--- src/rtl/wb_port_arbiter_pkg.sv ---
// Shared definitions for the write-back port arbiter: default widths,
// the hardwired-zero register index and the two-way grant encoding.
package wb_port_arbiter_pkg;

  localparam int AWIDTH_DEF = 4;
  localparam int DWIDTH_DEF = 16;
  localparam int REG_ZERO   = 0;

  // Also used as the bit index of each requester in req/gnt vectors.
  typedef enum logic {
    GNT_ALU = 1'b0,
    GNT_MEM = 1'b1
  } grant_e;

endpackage

--- src/rtl/wb_port_arbiter_rr_arb2.sv ---
// Two-input round-robin arbiter: one-hot (or zero) grant, remembers the last
// winner so a continuous contest alternates between the requesters.
module rr_arb2
  import wb_port_arbiter_pkg::*;
(
  input  logic       clk,
  input  logic       clear,
  input  logic [1:0] req,
  output logic [1:0] gnt
);

  grant_e last_grant;

  // Nothing is granted while clear is high so held requests survive it untouched.
  always_comb begin
    gnt = 2'b00;
    if (!clear) begin
      if (req[GNT_ALU] && req[GNT_MEM]) begin
        if (last_grant == GNT_ALU) gnt[GNT_MEM] = 1'b1;
        else                       gnt[GNT_ALU] = 1'b1;
      end else begin
        gnt = req;
      end
    end
  end

  always_ff @(posedge clk) begin
    if (clear) begin
      last_grant <= GNT_MEM;
    end else if (gnt[GNT_ALU]) begin
      last_grant <= GNT_ALU;
    end else if (gnt[GNT_MEM]) begin
      last_grant <= GNT_MEM;
    end
  end

endmodule

--- src/rtl/wb_port_arbiter.sv ---
// Shares the regfile write port between the ALU and load write-back paths and
// flags decode read hazards against any write that is pending or in flight.
module wb_port_arbiter
  import wb_port_arbiter_pkg::*;
#(
  parameter int AWIDTH = AWIDTH_DEF,
  parameter int DWIDTH = DWIDTH_DEF
) (
  input  logic              clk,
  input  logic              clear,
  input  logic              alu_valid,
  input  logic [AWIDTH-1:0] alu_addr,
  input  logic [DWIDTH-1:0] alu_data,
  output logic              alu_ready,
  input  logic              mem_valid,
  input  logic [AWIDTH-1:0] mem_addr,
  input  logic [DWIDTH-1:0] mem_data,
  output logic              mem_ready,
  output logic              req_rd,
  output logic [AWIDTH-1:0] addr_rd,
  output logic [DWIDTH-1:0] wdata,
  input  logic [AWIDTH-1:0] chk_addr_rs,
  input  logic [AWIDTH-1:0] chk_addr_rt,
  input  logic              chk_en,
  output logic              stall
);

  localparam logic [AWIDTH-1:0] REG0 = AWIDTH'(REG_ZERO);

  logic [1:0] gnt;
  logic       rs_hit;
  logic       rt_hit;

  rr_arb2 u_arb (
    .clk   (clk),
    .clear (clear),
    .req   ({mem_valid, alu_valid}),
    .gnt   (gnt)
  );

  assign alu_ready = gnt[GNT_ALU];
  assign mem_ready = gnt[GNT_MEM];

  // A grant to register zero is consumed but never reaches the regfile;
  // address and data keep their previous values in that case.
  always_ff @(posedge clk) begin
    if (clear) begin
      req_rd  <= 1'b0;
      addr_rd <= '0;
      wdata   <= '0;
    end else begin
      req_rd <= 1'b0;
      if (gnt[GNT_ALU] && alu_addr != REG0) begin
        req_rd  <= 1'b1;
        addr_rd <= alu_addr;
        wdata   <= alu_data;
      end else if (gnt[GNT_MEM] && mem_addr != REG0) begin
        req_rd  <= 1'b1;
        addr_rd <= mem_addr;
        wdata   <= mem_data;
      end
    end
  end

  always_comb begin
    rs_hit = (chk_addr_rs != REG0) &&
             ((alu_valid && alu_addr == chk_addr_rs) ||
              (mem_valid && mem_addr == chk_addr_rs) ||
              (req_rd    && addr_rd  == chk_addr_rs));
    rt_hit = (chk_addr_rt != REG0) &&
             ((alu_valid && alu_addr == chk_addr_rt) ||
              (mem_valid && mem_addr == chk_addr_rt) ||
              (req_rd    && addr_rd  == chk_addr_rt));
    stall  = chk_en && (rs_hit || rt_hit);
  end

endmodule

--- config.mk ---
export PLATFORM = sky130hd
export DESIGN_NAME = wb_port_arbiter
export DESIGN_NICKNAME = d
export VERILOG_FILES = /design/src/rtl/wb_port_arbiter_pkg.sv /design/src/rtl/wb_port_arbiter_rr_arb2.sv /design/src/rtl/wb_port_arbiter.sv
export SDC_FILE = /design/constraint.sdc
export NUM_CORES = 1
export LEC_CHECK = 0
export BUFFER_PORTS_ARGS = -buffer_cell sky130_fd_sc_hd__buf_2
export CAP_MARGIN = 40
export CORE_MARGIN = 2
export CORE_UTILIZATION = 46
export CTS_CLUSTER_SIZE = 28
export DETAILED_ROUTE_END_ITERATION = 8
export PLACE_DENSITY_LB_ADDON = 0.08
export SYNTH_ARGS = -nofsm -noshare
export SYNTH_HDL_FRONTEND = slang
export SYNTH_SLANG_ARGS = --single-unit
--- constraint.sdc ---
create_clock -name clk -period 3.01 [get_ports clk]
set_input_delay 0 -clock clk [delete_from_list [all_inputs] [get_ports clk]]
set_output_delay 0 -clock clk [all_outputs]
set_load 0.02 [all_outputs]
Word level (Yosys, flattened, before mapping)

Index checks and enable logic that the tools add are counted.

Equality and inequality tests: 6
Reduce and logical (&&, ||, !) cells: 23
Multiplexer cells: 12

Operators with widths:

| operator            | count |
|---|---|
| $mux W16            | 2 |
| $eq A4 B4 Y1        | 6 |
| $reduce_bool A4 Y1  | 4 |
| $logic_and A1 B1 Y1 | 12 |
| $mux W4             | 2 |
| $mux W1             | 6 |
| $logic_or A1 B1 Y1  | 5 |
| $mux W2             | 2 |
| $reduce_bool A2 Y1  | 2 |

Output and inout bits: 24
Word-level logic and storage cells: 45
Bits of input ports: 53
Bits in registers: 22

Depth between registers and ports, before layout

Depth in word-level cells: 7
Depth in mapped cells: 6
Gate-level depth less buffers: 5

Cells and area by module

A second synthesis with hierarchy kept.

Cells, all modules: 144
Area, all modules: 1385.1 um^2

By module, submodules not included:

| module          | cells each | instances | seq. area each (um^2) | area each (um^2) |
|---|---|---|---|---|
| wb_port_arbiter | 137        | 1         | 420.4                 | 1327.5 |
| rr_arb2         | 7          | 1         | 20.0                  | 57.6 |

Worst setup path before layout

No wires, ideal clock.

Path kind: register to register
From: register u_arb.last_grant
To: register addr_rd[0]
Clock period less this slack: 1.507 ns
Path buffers: 0
Library setup time: 0.078 ns
Required time: 2.932 ns
Data arrival time: 1.429 ns
Path slack: 1.503 ns
Stages on the path, launching flop included: 5
Cell sequence: dfxtp_1 > nor2b_4 > nor3b_1 > a21oi_1 > nor3_1

Longest elaborated chain between the ends: 5
Elaborated cells on any way between the ends: 8
Classes of those cells: mux (5); reduce/logical (3)

Ends and longest elaborated chain:

| what                                                 | RTL line                      | RTL |
|---|---|---|
| start, declared                                      | wb_port_arbiter_rr_arb2.sv:12 | `grant_e last_grant;` |
| start signal, assigned                               | wb_port_arbiter_rr_arb2.sv:29 | `last_grant <= GNT_MEM;` |
| start signal, assigned                               | wb_port_arbiter_rr_arb2.sv:31 | `last_grant <= GNT_ALU;` |
| start signal, assigned                               | wb_port_arbiter_rr_arb2.sv:33 | `last_grant <= GNT_MEM;` |
| $mux W1 (*)                                          | wb_port_arbiter_rr_arb2.sv:19 | `if (last_grant == GNT_ALU) gnt[GNT_MEM] = 1'b1;` |
| $mux W2 (*)                                          | wb_port_arbiter_rr_arb2.sv:18 | `if (req[GNT_ALU] && req[GNT_MEM]) begin` |
| $mux W2 (*)                                          | wb_port_arbiter_rr_arb2.sv:17 | `if (!clear) begin` |
| net alu_ready                                        | wb_port_arbiter.sv:14         | `output logic alu_ready,` |
| $logic_and A1 B1 Y1 (*)                              | wb_port_arbiter.sv:53         | `if (gnt[GNT_ALU] && alu_addr != REG0) begin` |
| $mux W4 / $reduce_bool A2 Y1 (equally long branches) | -                             |  |
| end signal, assigned                                 | wb_port_arbiter.sv:55         | `addr_rd <= alu_addr;` |
| end signal, assigned                                 | wb_port_arbiter.sv:59         | `addr_rd <= mem_addr;` |
| end, declared                                        | wb_port_arbiter.sv:20         | `output logic [AWIDTH-1:0] addr_rd,` |

Mark *: on every way through the listed nets, which the timed path passes. The rest lies on a longest branch.
A chain may end at the register's enable or synchronous reset.

Worst setup path after layout

From: register u_arb.last_grant
To: register wdata[14]

Longest elaborated chain between the ends: 5
Elaborated cells on any way between the ends: 8
Classes of those cells: mux (5); reduce/logical (3)

Ends and longest elaborated chain:

| what                                                  | RTL line                                     | RTL |
|---|---|---|
| $mux W1                                               | wb_port_arbiter_rr_arb2.sv:19                |  |
| $mux W2 (*)                                           | wb_port_arbiter_rr_arb2.sv:18                |  |
| $mux W2 (*)                                           | wb_port_arbiter_rr_arb2.sv:17                |  |
| $logic_and A1 B1 Y1 (on tied branches)                | wb_port_arbiter.sv:53, wb_port_arbiter.sv:57 |  |
| $mux W16 / $reduce_bool A2 Y1 (equally long branches) | -                                            |  |
| end signal, assigned                                  | wb_port_arbiter.sv:56                        | `wdata <= alu_data;` |
| end signal, assigned                                  | wb_port_arbiter.sv:60                        | `wdata <= mem_data;` |
| end, declared                                         | wb_port_arbiter.sv:21                        | `output logic [DWIDTH-1:0] wdata,` |

Every way passes the cells marked *; elsewhere a longest branch is shown, timed or not.

==> results_dict.tcl <==
set metrics [dict create \
    status "finished, final reports clean" \
    grt_usage 0.253 \
    synth_common_cells "dfxtp_1 (22), a21oi_1 (19), nand2_1 (19)" \
    grt_max_degree 25 \
    numCtsBuffers 3 \
    tightestPinTransition_ps 919 \
    final_area_sq_um 2050 \
    grt_pass1_vias 1487 \
    path_clk_slew_ps 130 \
    clock_skew_ps 7.94 \
    ys_async_sr_fraction 0 \
    stdcell_count 283 \
    powerDensity_nw_per_um2 390 \
    power_leakage_nw 0.901 \
    setup_viol 0 \
    cts-root-buf "clkbuf_4" \
    hpwlAfterDp_um 2650 \
    clock_latency_ps 310 \
    via_count 1497 \
    first_pass_iters 4 \
    dpl.cell_count 246 \
    clkPwrFrac 0.283 \
    cts_buffer_depth 2 \
    ant_nets 0 \
    antenna_found_initial 0 \
    syn_area_per_cell_sq_um 8.92 \
    fp.dieArea_sq_um 3250 \
    synth-seq-cells 22 \
    ir_drop_mv 0.439 \
    io_pins 77 \
    core_area_sq_um 2710 \
    rsz0062_at_grt "false" \
    switching_share 0.293 \
    fin_crit_ps 2190 \
    grt.overflow.total 0 \
    end_kind "flop" \
    startpoint_type "flop" \
    row_count 19 \
    hold_viol 0 \
    totalWireLength_um 4020 \
    syn-num-nets 198 \
    finalNetCount 306 \
    die_h_um 57.0 \
    crit_arrival_ps 2440 \
    min_path_cells 3 \
    synth_top_area_frac 0.340 \
    drive_gt1_frac 0.349 \
    slew_headroom 0.387 \
    cap_violations 0 \
    vias_per_cell 5.29 \
    syn_inst 145 \
    ys_types 31 \
    tns_ps 0 \
    power_frac_seq 0.411 \
    avgRoutedWirePerCell_um 14.2 \
    placed_cell_area_sq_um 1670 \
    hold_path.class "primary input to flop" \
    grt_pass1_wl_um 6640 \
    gp_congestion 0.829 \
    p_int_w 0.000566 \
    io_buffers 76 \
    diodes 0 \
    cts_sinks 22 \
    crit_fanout 23 \
    h-tree-depth 1 \
    synth_area_sq_um 1290 \
    fmax_mhz 456 \
    required_ps 3260 \
    synth_area_leaders "dfxtp_1 (34%), xor2_1 (12%), a22oi_1 (9.3%)" \
    area_delta_synth_final_pct 58.7 \
    start_util 0.477 \
    yosysMostFrequentCell "dfxtp_1" \
    drv_slew 0 \
    min_period_over_period 0.729 \
    finish.utilization 0.758 \
    synth_edf_count 0 \
    p_sw_w 0.000234 \
    p_comb_frac 0.306 \
    worst_r2r_path_depth 5 \
    yosysSeqAreaShare 0.340 \
    first_iter_violations 84 \
    yosysWarnings 0 \
    synth_area_leader_cell "dfxtp_1" \
    cts_tree "done" \
    drcViolationCount 0 \
    ys.flop_type "dfxtp_1" \
    dieWidth_um 57.0 \
    worstSetupPathType "flop to flop" \
]
-- power groups by stage --
stage / Sequential [W] / Combinational [W] / Clock (W)
after floorplan: 0.000357 / 0.0000972 / 0
after global placement: 0.000334 / 0.000199 / 0
after detailed placement: 0.000334 / 0.000205 / 0
after CTS: 0.000328 / 0.000242 / 0.000232
after global routing: 0.000331 / 0.000266 / 0.000243
final: 0.000329 / 0.000244 / 0.000226
-- per-layer routing --
layer  up-vias  global-route usage  routed length, um
met5         -                   0                  0
met4         0              0.0565                 36
met3         4              0.0454                213
met2        53               0.447               2060
met1       695               0.322               1710
li1        745                   -                  -
-- cell type report --
cell class              count  area [sq um]
fillers                   211           657
repair buffers            110           718
clock buffers               3          22.5
flip-flops and latches     22           440
inverters                   3          11.3
clock inverters             1          30.0
multi-input cells         113           792
well taps                  31          38.8
-- path summary, 6_finish.rpt --
check	startpoint	end	slack (ps)
max reg2reg	u_arb.last_grant$_SDFFE_PP1P_	wdata[14]$_SDFFE_PP0P_	820
max	u_arb.last_grant$_SDFFE_PP1P_	wdata[14]$_SDFFE_PP0P_	820
min reg2reg	wdata[6]$_SDFFE_PP0P_	wdata[6]$_SDFFE_PP0P_	460
min	mem_valid	u_arb.last_grant$_SDFFE_PP1P_	30
-- cell families after synthesis --
logic type / after synthesis / synth area share
AO/OA/AOI/OAI: 46 / 0.238
AND/OR/NAND/NOR: 43 / 0.212
XOR/XNOR: 24 / 0.162
flip-flops: 22 / 0.340
buffers and inverters: 10 / 0.0474
-- flip-flops by register name (all words and copies together) (netlist names) --
signal and cells:
req_rd 1, u_arb.last_grant 1, wdata 16, addr_rd 4
-- stage by stage --
stage	total power, W	worst slack (ps)	hold slack [ps]
2_1_floorplan	0.000454	1500	101
3_3_place_gp	0.000533	1170	270
3_5_place_dp	0.000540	1100	286
4_1_cts	0.000803	833	20.7
5_1_grt	0.000841	582	41.2
6_report	0.000800	815	31.2
-- timing repair --
| item | CTS | global route |
|---|---|---|
| resized for setup | 0 | 0 |
| hold endpoints to repair | 17 | 0 |
| hold buffers | 33 | 0 |
| setup buffers | 0 | 0 |
-- critical path, stage by stage (launching register included) --
cell and delay, ps:
dfxtp_1 370, nand2_1 90, nor3b_4 770, a22oi_1 150, dlygate4sd3_1 630, a21oi_1 140
-- cell usage in the layout (no fill, tap or decap), drive strengths merged, types with 4 or more instances in the layout --
master       instances
dlygate4sd3         33
a21oi               19
xnor2                6
nor3                 5
xor2                18
dfxtp               22
nor4                 5
nor3b                4
a22oi               16
nand2               19
buf                 77
Power figures use the tool's default switching activity.
